===== config.mk =====
export PLATFORM = sky130hd
export DESIGN_NAME = fp32_operand_join
export DESIGN_NICKNAME = d
export VERILOG_FILES = /design/src/rtl/fp32_operand_join.sv
export SDC_FILE = /design/constraint.sdc
export NUM_CORES = 1
export LEC_CHECK = 0
export CAP_MARGIN = 20
export CORE_MARGIN = 2
export CORE_UTILIZATION = 35
export DETAILED_ROUTE_END_ITERATION = 8
export REMOVE_ABC_BUFFERS = 1
export SYNTH_ARGS = -nofsm -noshare
export SYNTH_HDL_FRONTEND = slang
export SYNTH_SLANG_ARGS = --single-unit

===== constraint.sdc =====
create_clock -name clk -period 6.05 [get_ports clk]
set_input_delay 0.9075 -clock clk [delete_from_list [all_inputs] [get_ports clk]]
set_output_delay 0.9075 -clock clk [all_outputs]
set_load 0.005 [all_outputs]

===== src/rtl/fp32_operand_join.sv =====
// Joins operand streams A and B into one registered pair stream through a 2-entry buffer,
// with optional subnormal flush and magnitude ordering. Define FP_JOIN_CLASS_EN to add per-operand class outputs.
module fp32_operand_join #(
  parameter bit FTZ     = 1'b0,
  parameter bit SWAP_EN = 1'b1
) (
  input  logic        clk,
  input  logic        rst,
  input  logic [31:0] a,
  input  logic        a_valid,
  output logic        a_ready,
  input  logic [31:0] b,
  input  logic        b_valid,
  output logic        b_ready,
  output logic [31:0] o_a,
  output logic [31:0] o_b,
  output logic        o_swap,
`ifdef FP_JOIN_CLASS_EN
  output logic [2:0]  o_cls_a,
  output logic [2:0]  o_cls_b,
`endif
  output logic        o_valid,
  input  logic        o_ready
);

  logic [1:0]       r_count;
  logic             r_wr_ptr, r_rd_ptr;
  logic [1:0][31:0] r_ea, r_eb;
  logic [1:0]       r_esw;

  logic        w_space, w_push, w_pop, w_swap;
  logic [31:0] w_a_f, w_b_f, w_a_in, w_b_in;

  assign w_space = (r_count != 2'd2);
  // Readies see only local state and the partner valid, never o_ready.
  assign a_ready = !rst && w_space && b_valid;
  assign b_ready = !rst && w_space && a_valid;
  assign w_push  = !rst && w_space && a_valid && b_valid;
  assign o_valid = (r_count != 2'd0);
  assign w_pop   = o_valid && o_ready;

  // Exp==0 flush also maps zero onto itself, so no mantissa test is needed.
  assign w_a_f  = (FTZ && a[30:23] == 8'd0) ? {a[31], 31'b0} : a;
  assign w_b_f  = (FTZ && b[30:23] == 8'd0) ? {b[31], 31'b0} : b;
  assign w_swap = SWAP_EN && (w_b_f[30:0] > w_a_f[30:0]);
  assign w_a_in = w_swap ? w_b_f : w_a_f;
  assign w_b_in = w_swap ? w_a_f : w_b_f;

  assign o_a    = r_ea[r_rd_ptr];
  assign o_b    = r_eb[r_rd_ptr];
  assign o_swap = r_esw[r_rd_ptr];

`ifdef FP_JOIN_CLASS_EN
  logic [1:0][2:0] r_cls_a, r_cls_b;

  function automatic logic [2:0] fp_cls(input logic [31:0] v);
    if (v[30:23] == 8'd0)        return (v[22:0] == 23'd0) ? 3'd0 : 3'd1;
    else if (v[30:23] == 8'hFF) begin
      if (v[22:0] == 23'd0)      return 3'd3;
      else                       return v[22] ? 3'd4 : 3'd5;
    end
    else                         return 3'd2;
  endfunction

  always_ff @(posedge clk) begin
    if (rst) begin
      r_cls_a <= '0;
      r_cls_b <= '0;
    end else if (w_push) begin
      r_cls_a[r_wr_ptr] <= fp_cls(w_a_in);
      r_cls_b[r_wr_ptr] <= fp_cls(w_b_in);
    end
  end

  assign o_cls_a = r_cls_a[r_rd_ptr];
  assign o_cls_b = r_cls_b[r_rd_ptr];
`endif

  always_ff @(posedge clk) begin
    if (rst) begin
      r_count  <= 2'd0;
      r_wr_ptr <= 1'b0;
      r_rd_ptr <= 1'b0;
      r_ea     <= '0;
      r_eb     <= '0;
      r_esw    <= '0;
    end else begin
      if (w_push) begin
        r_ea[r_wr_ptr]  <= w_a_in;
        r_eb[r_wr_ptr]  <= w_b_in;
        r_esw[r_wr_ptr] <= w_swap;
        r_wr_ptr        <= ~r_wr_ptr;
      end
      if (w_pop) r_rd_ptr <= ~r_rd_ptr;
      case ({w_push, w_pop})
        2'b10:   r_count <= r_count + 2'd1;
        2'b01:   r_count <= r_count - 2'd1;
        default: r_count <= r_count;
      endcase
    end
  end

endmodule


### After elaboration in Yosys (flattened, before gate mapping)

Index checks and enable logic that the tools add are counted.

* register bits after elaboration: 134
* output and inout bits: 68
* logic and storage cells: 44
* bits of input ports: 69

* equality and inequality tests: 3
* bitwise operators: 2
* mux-type cells: 16
* order comparisons: 4
* reductions and logical operators: 9
* add/subtract/negate cells: 2

Operators by type and width (number)
* $mux W32: 7
* $bwmux W64: 2
* $demux W32 S1: 1
* $gt A31 B31 Y1: 1
* $logic_and A1 B1 Y1: 6
* $lt A1 B2 Y1 const B: 2
* $pmux W2 S2: 1
* $reduce_bool A2 Y1: 2
* $mux W1: 3
* $add A2 B1 Y2 const B: 1
* $bwmux W2: 1
* $eq A2 B1 Y1 const B: 1
* $eq A2 B2 Y1 const B: 1
* $ne A2 B2 Y1 const B: 1
* $not A1 Y1: 2
* $sub A2 B1 Y2 const B: 1
* $demux W1 S1: 1
* $ge A1 B1 Y1 const B: 1
* $logic_not A1 Y1: 1

### Logic depth before layout (Yosys ltp)

Gate-level depths: netlist (run 1).

* depth after elaboration: 6
* gate-level depth with buffers: 11
* depth with buffers taken out: 8

### Worst setup path after synthesis (run 1)

OpenSTA, ideal clock, no wires.

* kind: input port to flip-flop
* from: input port a[30]
* to: register r_ea[16] (netlist name)
* library setup time: 0.134 ns
* arrival: 3.034 ns
* path slack: 2.882 ns
* stages on the path: 11
* path buffers: 3
* data required time: 5.916 ns
* path through: inv_1 ha_1 nand4_1 or4_1 buf_2 nor2b_1 a31o_1 buf_4 buf_6 a221oi_2 a211oi_1

* cells in the longest elaborated chain, start to end: 3

Ends and longest elaborated chain
* start, declared: RTL line 9 `input logic [31:0] a,`
* $gt A31 B31 Y1: RTL line 45 `assign w_swap = SWAP_EN && (w_b_f[30:0] > w_a_f[30:0]);`
* $mux W32: RTL line 46 `assign w_a_in = w_swap ? w_b_f : w_a_f;`
* $bwmux W64: RTL line 89 `r_ea[r_wr_ptr] <= w_a_in;`
* end signal, assigned by index: RTL line 89
* end, declared: RTL line 28 `logic [1:0][31:0] r_ea, r_eb;`

No other way between the ends.
A chain may end at the register's enable or synchronous reset.

### Worst setup path after layout (run 1)

* from: input port a[25]
* to: register r_ea[1] (netlist name)

Same word-level chain as after synthesis.

==> results of run 1 <==
==> state kept, by name, indices dropped and copies added (netlist names) <==
name / count
r_ea: 64
r_esw: 2
r_rd_ptr: 1
r_eb: 64
r_count: 2
r_wr_ptr: 1
==> layer usage <==
metal  vias up  global-route usage [%]  wire, um
met5         -                       0         0
met4         0                    5.13       378
met3        28                    3.77      1630
met2       268                    34.0     13700
met1      4249                    29.2     14000
li1       4252                       -         -
==> cell usage in the layout, fill, tap and decap left out, types with 3 or more instances in the layout <==
cell type,instances
inv_1,32
and4_1,64
clkbuf_16,17
nand2b_1,65
dfxtp_1,133
o21ai_0,41
a221oi_2,60
a221oi_1,4
a22oi_1,64
nand2_1,10
nand4_1,7
ha_1,32
and2_1,3
clkinv_4,4
clkinv_2,3
a21oi_1,180
bufinv_16,4
clkdlybuf4s50_1,135
a211oi_1,96
nor2_1,72
buf_4,15
mux2_2,65
==> power groups by stage <==
stage                     clock network, W  logic (W)  registers [W]
final                              0.00113   0.000691       0.000984
after global routing               0.00118   0.000752       0.000992
after CTS                          0.00115   0.000691       0.000985
after detailed placement                 0   0.000686        0.00100
after global placement                   0   0.000675        0.00100
after floorplan                          0   0.000421       0.000981
==> logic make-up after synthesis <==
| family | after synthesis |
|---|---|
| AND/OR/NAND/NOR | 237 |
| adder cells (fa/ha/maj) | 32 |
| XOR/XNOR | 3 |
| buffers and inverters | 156 |
| AO/OA/AOI/OAI | 451 |
| flip-flops | 134 |
| multiplexers | 65 |
==> worst paths after layout <==
kind                                         endpoint  slack (ns)  cells after the start
worst max-delay path             r_ea[1]$_SDFFE_PP0P_        1.73                     11
worst min-delay path            r_ea[41]$_SDFFE_PP0P_        0.49                      2
worst max register to register  r_eb[35]$_SDFFE_PP0P_        3.41                      7
worst min register to register  r_ea[41]$_SDFFE_PP0P_        0.49                      2
==> tightest hold or removal path: stages (launching register included) <==
cell	delay, ns
dfxtp_1	0.31
nand2b_1	0.06
a22oi_1	0.07
==> through the flow <==
| step | utilization [%] | setup slack (ns) | total power, W | cells | hold slack, ns |
|---|---|---|---|---|---|
| after global placement | 41.1 | 1.30 | 0.00168 | 1440 | 0.475 |
| after CTS | 43.7 | 1.74 | 0.00282 | 1474 | 0.493 |
| after global routing | 43.7 | 1.47 | 0.00293 | 1474 | 0.509 |
| after detailed placement | 41.2 | 1.30 | 0.00169 | 1442 | 0.479 |
| after floorplan | - | -3.09 | 0.00140 | 954 | 0.452 |
| final | 43.7 | 1.73 | 0.00281 | 1474 | 0.492 |
==> final cells by class <==
cell class                      instances  area (um^2)  share of cell area (%)
Inverter                               32          120                    1.06
Sequential cell                       134         2690                    23.7
Clock inverter                         15          203                    1.79
Multi-Input combinational cell        788         5970                    52.6
Tap cell                              335          419                    3.69
Timing Repair Buffer                  153         1530                    13.5
Clock buffer                           17          425                    3.75
==> qor.yml, run 1 <==
cts_root_buf: "clkbuf_16"
cts_inserted_buffers: 17
path_clk_slew_ns: 0.07
die_w_um: 166
min_period_ns: 4.32
fmax_mhz: 232
synth_compound_gate_area_share_pct: 35.6
drt_wl_total_mm: 29.7
yosys.cell_count.top_type: "a21oi_1"
cellLeakagePower_nw: 4.18
first_global_vias: 8653
clock_skew_ns: 0.00979
fin_area_um2: 11300
htree_levels: 4
cp-start-kind: "input port"
hp-start: "r_ea[41]$_SDFFE_PP0P_"
wire_per_inst_um: 20.1
rows: 59
drt-initial-drc-count: 803
cap_violations: 0
synth_flop_cell: "dfxtp_1"
synth_mux_area_share_pct: 7.93
slew-limit-headroom_pct: 27.2
synth_cells: 1078
ys_ff_latch: 134
first_pass_iters: 5
gp_congestion: 0.755
switching_share_pct: 30.4
clk_latency_ns: 0.43
die_h_um: 166
synth_top_area_cell: "dfxtp_1"
dp_hpwl_mm: 17.2
syn_avg_cell_area_um2: 8.56
placed_area_um2: 10700
p_int_w: 0.00195
synth-edff-count: 0
setup.worst_path.start: "a[25]"
area_delta_synth_final_pct: 23.0
dieArea_um2: 27700
dr_total_vias: 8797
cellPowerDensity_nw_per_um2: 247
switchingPower_w: 0.000854
report.final.setup_viol: 0
track_usage_pct: 21.0
pin_count: 137
hold_violations: 0
grt-ovfl-total: 0
path_buf_inv: 4
grt_max_degree: 101
slew_viol_final: 0
path_class: "input port to flop"
netlist_area_um2: 9230
synth_warnings: 0
crit_path_max_incr_delay_ns: 0.62
peakVddDrop_v: 0.000140
cts-resized-gates: 0
p_comb_share_pct: 24.6
seq_area_frac_synth_pct: 29.1
crit_fanout: 37
n_antenna_cell: 0
crit_family: "buffers and inverters"
p_seq_share_pct: 35.1
drive_gt1_share_pct: 16.6
worstMarginPinSlew_ns: 1.09
synthDominantCellAreaShare_pct: 29.1
finalSetupTns_ns: 0
synth_area_leaders: "dfxtp_1 29%, a21oi_1 9.8%, a221oi_2 9.8%"
crit_top_cell: "buf_4"
end_kind: "flop"
synthXorXnorAreaFrac_pct: 0.285
synth_common_cells: "181 x a21oi_1, 134 x dfxtp_1, 99 x clkbuf_1, 97 x a211oi_1, 73 x nor2_1"
path_cells: "clkdlybuf4s50_1 -> inv_1 -> ha_1 -> nand4_1 -> or4_1 -> buf_4 -> nor2b_1 -> a31o_4 -> buf_4 -> a221oi_1 -> a211oi_1"
grt_first_pass_wirelength_mm: 47.8
r2r_start: "r_count[0]$_SDFFE_PP0P_"
crit_arrival_ns: 4.59
status: "finished, final reports clean"
cts_tree: "yes"
synth_cell_type_count: 33
rsz0062_at_grt: "false"
vias_per_cell: 5.97
post-cts-setup-buffers: 0
p_clk_share_pct: 40.3
cp_slowest_cell: "clkdlybuf4s50_1"
core_um2: 26000
async_flop_share_pct: 0
min_period_over_period_pct: 71.4
cts_sinks: 134
antenna_found_initial: 0
synth_top_family_by_area: "compound AO/OA/AOI/OAI gates"
crit_required_ns: 6.32
ctsHoldBuffers: 0
hold_class: "flop to flop"
synth_fa_ha_area_share_pct: 4.34
synth_simple_gate_area_share_pct: 15.6
ant_nets: 0
io_buffers: 136
start_util_pct: 35.5
nets: 1227
clk_path_buf_depth: 2
drc: 0
fill_cells: 2556
(Power assumes the default switching activity.)
==> run 2: changes to the inputs <==
==> constraint.sdc (replaced) <==
create_clock -name clk -period 4.5 [get_ports clk]
set_input_delay 0.675 -clock clk [delete_from_list [all_inputs] [get_ports clk]]
set_output_delay 0.675 -clock clk [all_outputs]
set_load 0.005 [all_outputs]
==> run 2 against run 1 <==
  * Sequential share of layout area decreased by 0.16 points
  * Sequential power increased by 34%
  * Worst setup slack got worse by 1.0 ns
  * Critical path type unchanged
  * Critical endpoint is now r_ea[13]$_SDFFE_PP0P_
  * Highest routed layer unchanged
==> qor.yml, run 2 (same netlist as run 1, synthesis figures left out) <==
core_um2: 26000
p_clk_share_pct: 38.8
fmax_mhz: 263
cts_inserted_buffers: 17
die_w_um: 166
track_usage_pct: 20.3
top_regs: "r_ea: 64 flops, r_eb: 64 flops"
antenna_found_initial: 1
first_pass_iters: 5
rsz0062_at_grt: "false"
cap_violations: 0
peakVddDrop_v: 0.000205
hold_class: "flop to flop"
ant_nets: 0
slew_viol_final: 0
slew-limit-headroom_pct: 29.4
p_comb_share_pct: 25.3
cp_slowest_cell: "clkdlybuf4s50_1"
clock_skew_ns: 0.00811
dp_hpwl_mm: 17.7
cts-resized-gates: 0
final_common_cell: "a21oi_1"
worstMarginPinSlew_ns: 1.06
drt_wl_total_mm: 28.6
r2r_slack_ns: 2.08
path_clk_slew_ns: 0.07
switching_share_pct: 31.3
crit_family: "buffers and inverters"
cellPowerDensity_nw_per_um2: 323
drive_gt1_share_pct: 17.5
path_buf_inv: 4
hp-start: "r_esw[1]$_SDFFE_PP0P_"
end_kind: "flop"
p_seq_share_pct: 35.9
crit_required_ns: 4.83
p_int_w: 0.00253
ctsHoldBuffers: 0
clk_path_buf_depth: 2
htree_levels: 4
drc: 0
hold_violations: 0
path_class: "input port to flop"
reg2reg_depth: 7
rows: 59
first_global_vias: 8585
worst_r2r_endpoint: "r_eb[37]$_SDFFE_PP0P_"
cp-start-kind: "input port"
post-cts-setup-buffers: 0
crit_fanout: 36
nets: 1240
switchingPower_w: 0.00115
dieArea_um2: 27700
area_delta_synth_final_pct: 23.8
grt-ovfl-total: 0
min_to: "r_esw[1]$_SDFFE_PP0P_"
status: "finished, final reports clean"
pin_count: 137
cts_tree: "yes"
crit_path_max_incr_delay_ns: 0.61
hold_depth: 2
grt_max_degree: 98
crit_arrival_ns: 4.13
report.final.setup_viol: 0
vias_per_cell: 5.90
gp_congestion: 0.767
io_buffers: 136
wire_per_inst_um: 19.2
path_cells: "clkdlybuf4s50_1 -> inv_1 -> ha_1 -> nand4_1 -> or4_1 -> buf_4 -> nor2_2 -> a31o_4 -> buf_4 -> a221oi_2 -> a211oi_1"
final_cell_mix: "180 x a21oi_1, 135 x clkdlybuf4s50_1, 133 x dfxtp_1"
cts_root_buf: "clkbuf_16"
crit_top_cell: "buf_4"
clk_latency_ns: 0.42
holdWs_ns: 0.493
min_period_ns: 3.81
cellLeakagePower_nw: 4.22
drt-initial-drc-count: 647
die_h_um: 166
r2r_start: "r_count[0]$_SDFFE_PP0P_"
min_period_over_period_pct: 84.6
start_util_pct: 35.5
fin_total_pwr_w: 0.00368
cts_sinks: 134
dr_total_vias: 8781
grt_first_pass_wirelength_mm: 46.6
==> run 2: worst register-to-register path, cell delays in order (launching register included) <==
cell and delay (ns):
dfxtp_1 0.40, inv_1 0.06, a21oi_1 0.20, and2_1 0.23, nand3_4 0.58, buf_4 0.53, a21oi_1 0.17, a22oi_1 0.08
==> run 2: metrics by stage <==
stage / utilization [%] / instance area [um^2] / std cells / setup WS (ns) / TNS, ns
floorplan: - / 8680 / 954 / -4.40 / -564.10
global placement: 41.7 / 10800 / 1455 / 0.396 / 0
detailed placement: 41.7 / 10800 / 1455 / 0.279 / 0
CTS: 43.9 / 11400 / 1487 / 0.717 / 0
global route: 43.9 / 11400 / 1487 / 0.517 / 0
finish: 44.0 / 11400 / 1488 / 0.693 / 0
==> run 2: worst max-delay path by stage <==
stage          startpoint               endpoint  slack (ns)  cells after the start
3_5_place_dp        a[28]  r_ea[13]$_SDFFE_PP0P_        0.28                     11
4_1_cts             a[28]  r_ea[13]$_SDFFE_PP0P_        0.72                     11
5_1_grt             a[30]  r_ea[28]$_SDFFE_PP0P_        0.52                     11
2_1_floorplan        a[6]  r_ea[32]$_SDFFE_PP0P_       -4.40                      8
6_report            a[28]  r_ea[13]$_SDFFE_PP0P_        0.69                     11
3_3_place_gp        a[14]  r_ea[13]$_SDFFE_PP0P_        0.40                     10
==> run 2: power groups by stage <==
stage / clock network (W) / logic, W / registers (W)
6_report: 0.00143 / 0.000932 / 0.00132
5_1_grt: 0.00150 / 0.00102 / 0.00133
4_1_cts: 0.00145 / 0.000932 / 0.00132
3_5_place_dp: 0 / 0.000927 / 0.00135
3_3_place_gp: 0 / 0.000922 / 0.00135
2_1_floorplan: 0 / 0.000566 / 0.00132
==> run 2: metal layers <==
metal,wire length [um],vias up,track usage (%)
met4,302,0,5.02
met5,0,-,0
met1,13600,4242,28.1
met3,1320,26,3.15
li1,-,4272,-
met2,13300,241,33.2
==> run 2: layout make-up <==
| type | instances | area, um^2 |
|---|---|---|
| Fill cell | 2527 | 14600 |
| Multi-Input combinational cell | 788 | 5970 |
| Sequential cell | 134 | 2690 |
| Timing Repair Buffer | 166 | 1630 |
| Clock buffer | 17 | 425 |
| Tap cell | 335 | 419 |
| Clock inverter | 15 | 169 |
| Inverter | 32 | 120 |
| Antenna cell | 1 | 2.50 |
==> variant 1 (config.mk and constraints of run 2) <==
Change the parameter `SWAP_EN` from 1'b1 to 1'b0.
--- a/src/rtl/fp32_operand_join.sv
+++ b/src/rtl/fp32_operand_join.sv
@@ -2,7 +2,7 @@
 // with optional subnormal flush and magnitude ordering. Define FP_JOIN_CLASS_EN to add per-operand class outputs.
 module fp32_operand_join #(
   parameter bit FTZ     = 1'b0,
-  parameter bit SWAP_EN = 1'b1
+  parameter bit SWAP_EN = 1'b0
 ) (
   input  logic        clk,
   input  logic        rst,
Behaviour: not the same (a bounded check fails within 4 cycles, from zero or initial values and one cycle with rst high).
==> variant 1 against run 2 <==
  * Non-clock buffer count fell by 22
  * Wire length shrank 45%
  * Critical path type is now reg2out
  * Area after synthesis decreased by 36%
  * Setup slack gained 0.59 ns
  * Fmax increased by 18%
  * Design area fell by 30%
  * Count of clock-buffer cells in the layout is 4 higher
  * Global-route usage down 2.8 points
  * Total power shrank 9.3%
  * Sequential cell count did not move
==> variant 1: results (changes against run 2) <==
Cells and area
  • CLK BUF: 21 (was 17)
  • Number of non-clock buffers in the layout: 144 (was 166)
  • Fraction of area in multi-input gates: 33.2% (was 52.2%)
  • Final nets: 779 (was 1240)
  • Sequential cell area share: 33.4% (was 23.5%)

Critical path
  • Crit path max-delay family: flip-flops (was buffers and inverters)
  • WP data arrival: 2.54 ns (was 4.13 ns)
  • End of the worst register-to-register path: r_count[1] (was r_eb[37])
  • Biggest cell delay along the critical path: 0.94 ns (was 0.61 ns)
  • Flop-to-flop setup slack: 2.26 ns (was 2.08 ns)
  • Setup crit start: r_rd_ptr (was a[28])

Hold path
  • HP Start: r_eb[45] (was r_esw[1])
  • Hold EP: r_eb[45] (was r_esw[1])

Synth
  • Mux contribution to synthesized area: 23.2% (was 7.93%)
  • Synth cell types: 30 (was 33)
  • Synth Area in Adders: 0.211% (was 4.34%)
  • Xor-xnor portion of the synthesized cell area: 0.444% (was 0.285%)
  • Register area share after synthesis: 45.3% (was 29.1%)
  • Top cells by count, synth: dfxtp_1, inv_1, nand2_1 (was a21oi_1, dfxtp_1, clkbuf_1)

GRT
  • Initial antenna violation count: 0 (was 1)
  • Total global-route track usage: 17.5% (was 20.3%)
  • Largest net degree at the start of global routing: 66 (was 98)
  • First-pass GRT wire length: 25.4 mm (was 46.6 mm)
  • Vias in the first global route: 5206 (was 8585)

Power and ir drop
  • Combinational power share: 13.3% (was 25.3%)
  • Leak pwr: 3.07 nW (was 4.22 nW)

Route
  • DR iter-0 viols: 314 (was 647)
  • Via density: 5.21 (was 5.90)

Timing
  • Peak Freq: 311 MHz (was 263 MHz)
  • Clock Skew: 0.00781 ns (was 0.00811 ns)
  • Max_slew headroom: 37.5% (was 29.4%)
  • Final hold slack: 0.453 ns (was 0.493 ns)

Place
  • DP Wirelength: 9.53 mm (was 17.7 mm)
  • Place WS: 1.62 ns (was 0.279 ns)

Status
  • Run status: finished clean (unchanged)
## variant 1: changes by cell type after synthesis, moves of 35 or more
cell,change
a211oi_1,-97
a21oi_1,-180
a221oi_2,-60
a22oi_1,-65
and4_1,-63
clkbuf_1,-64
inv_1,+35
mux2i_1,+64
nand2_1,+56
nand2b_1,-64
nor2_1,-71
o21ai_0,-37
o21ai_1,+60
o311ai_1,+43
## variant 1: metal layers
metal | GRT usage (%) | vias to the layer above | routed length [um]
li1 | - | 2345 | -
met1 | 21.3 | 2418 | 7020
met2 | 30.1 | 127 | 7700
met3 | 4.91 | 15 | 778
met4 | 4.97 | 0 | 155
met5 | 0 | - | 0
## variant 1: stage by stage
step | instances | cell area, um2
global route | 942 | 8030
CTS | 942 | 8030
global placement | 910 | 7340
finish | 942 | 8030
floorplan | 546 | 5590
detailed placement | 910 | 7340
## variant 1: kinds of logic after synthesis
family,count (synthesis)
xor gates and xnor gates,3
buffers and inverters,125
muxes,129
and+or+nand+nor,80
DFF,134
AOI/OAI and AO/OA,132
adders and majority gates,1
==> variant 2 (config.mk and constraints of run 2) <==
Made on the original files. The option `FP_JOIN_CLASS_EN` is turned on by a define.
--- a/src/rtl/fp32_operand_join.sv
+++ b/src/rtl/fp32_operand_join.sv
@@ -1,5 +1,7 @@
 // Joins operand streams A and B into one registered pair stream through a 2-entry buffer,
 // with optional subnormal flush and magnitude ordering. Define FP_JOIN_CLASS_EN to add per-operand class outputs.
+`define FP_JOIN_CLASS_EN
+
 module fp32_operand_join #(
   parameter bit FTZ     = 1'b0,
   parameter bit SWAP_EN = 1'b1
Function (old outputs only; new: o_cls_a and o_cls_b): no difference found for any inputs over 4 cycles, from zero or initial values and one cycle with rst high; that may be too few to reach the edited logic, so the function may still have changed.
==> variant 2 against run 2 <==
  * Global-route usage rose by 0.48 points
  * Wire length is 15% lower
  * Area after synthesis is 15% lower
  * Design area down 11%
  * Total power decreased by 1.6%
  * Combinational power decreased by 21%
  * Fmax grew 13%
  * Sequential cell count grew 12
  * Synthesized cell count down 16%
  * Setup slack better by 0.43 ns
  * Critical path type unchanged
  * Critical endpoint is now r_eb[17]
  * Largest cell class unchanged
  * Highest routed layer unchanged
==> variant 2: results (changes against run 2) <==
Place
  • Placed insts: 1266 (was 1455)
  • Final Wtd Congestion: 0.758 (was 0.767)
  • I/O Buffers: 142 (was 136)
  • DP Wirelength: 16.1 mm (was 17.7 mm)

Synth
  • Ranking of synthesized cells by area: dfxtp_1, o31ai_1, mux2_2 (was dfxtp_1, a21oi_1, a221oi_2)
  • Top cells by count, synth: dfxtp_1, o31ai_1, a21oi_1 (was a21oi_1, dfxtp_1, clkbuf_1)
  • Register area share after synthesis: 37.1% (was 29.1%)
  • Post-synthesis cell count: 906 (was 1078)
  • Synth cell types: 44 (was 33)
  • Fraction of registers with async set/reset: 0% (unchanged)

Route
  • Avg WL per Cell: 18.8 um (was 19.2 um)
  • ANT nets after route: 0 (unchanged)
  • Via count: 7365 (was 8781)
  • DR iter-0 viols: 466 (was 647)
  • DR pass1 iterations: 5 (unchanged)
  • Post-Route WL: 24.3 mm (was 28.6 mm)

Power and ir drop
  • Leak pwr: 3.69 nW (was 4.22 nW)
  • Clk network pwr share: 40.6% (was 38.8%)
  • Maximum vdd drop: 0.226 mV (was 0.205 mV)
  • Combinational power share: 20.2% (was 25.3%)
  • Internal: 2.64 mW (was 2.53 mW)
  • P_comb: 733 uW (was 932 uW)

Timing
  • Max_slew headroom: 32.1% (was 29.4%)
  • Clock Skew: 0.00718 ns (was 0.00811 ns)

Critical path
  • Reg2Reg Depth: 7 (unchanged)
  • Crit path max-delay family: compound AO/OA/AOI/OAI gates (was buffers and inverters)
  • Biggest cell delay along the critical path: 0.73 ns (was 0.61 ns)
  • Worst Path Max Fanout: 29 (was 36)
  • CP max stage cell: o21ai_4 (was clkdlybuf4s50_1)
  • WP data arrival: 3.71 ns (was 4.13 ns)

Clocking
  • Resized cells post-CTS: 0 (unchanged)
  • H-tree levels: 4 (unchanged)
  • Post-CTS Setup Inserts: 0 (unchanged)
  • Clk buf depth: 2 (unchanged)
  • Hold-fix buffers at CTS: 0 (unchanged)
  • Clock latency on the worst-skew pair: 0.43 ns

Cells and area
  • Final nets: 1106 (was 1240)
  • Share of layout cells above drive strength 1: 13.0% (was 17.5%)
  • Top flop regs: r_ea (64), r_eb (64) (unchanged)
  • Antenna cells: 0 (was 1)

Hold path
  • Min-delay worst type: reg2reg (unchanged)
  • WHS Path Cells: 2 (unchanged)

GRT
  • Vias in the first global route: 7317 (was 8585)
  • Initial antenna violation count: 0 (was 1)
  • Total global-route track usage: 20.8% (was 20.3%)
  • First-pass GRT wire length: 39.6 mm (was 46.6 mm)
  • Global route overflow: 0 (unchanged)
  • Largest net degree at the start of global routing: 55 (was 98)

Status
  • Run status: finished clean (unchanged)
variant 2: changes by cell type in the layout (fill, tap and decap cells not counted), sizes merged, moves of 64 or more:
cell / run 2 / this run
o31ai: 0 / 130
a21oi: 181 / 85
a211oi: 97 / 2
nand2: 10 / 82
nor3: 1 / 73
nand3b: 2 / 68
a22oi: 65 / 0
nand2b: 66 / 1
a221oi: 64 / 0
variant 2: cell families after synthesis:
family | synth area share, %
DFF | 37.1
AOI/OAI and AO/OA | 20.9
adders and majority gates | 5.08
and+or+nand+nor | 20.3
buffers and inverters | 6.14
muxes | 10.1
xor gates and xnor gates | 0.333
variant 2: routing by layer:
layer / up-vias / GRT usage, % / part of all wire [%]
met5: - / 0 / 0
met4: 0 / 7.08 / 1.7
li1: 3579 / - / -
met2: 234 / 32.5 / 45
met3: 33 / 3.55 / 4.8
met1: 3519 / 29.0 / 48
variant 2: through the flow:
stage	TNS (ns)	instance area [um2]	utilization (%)	setup slack, ns
final	0	10100	46.0	1.12
after global routing	0	10100	46.0	0.920
after CTS	0	10100	46.0	1.16
after detailed placement	0	9510	43.3	0.704
after global placement	0	9510	43.3	0.786
after floorplan	-9.23	7530	-	-0.167
variant 2: worst paths after layout:
path,slack [ns],endpoint,start
worst max register to register,2.18,r_eb[17],r_count[0]
worst min register to register,0.45,r_ea[17],r_ea[17]
worst max-delay path,1.12,r_eb[17],a[22]
worst min-delay path,0.45,r_ea[17],r_ea[17]
variant 2: area by class of cell:
cell class                 instances  area, um2
fill                            2111      11800
multi-input combinational        648       4520
sequential                       146       2930
timing repair buffer             158       1590
clock buffer                      21        470
tap                              280        350
clock inverter                     9        130
inverter                          34        128
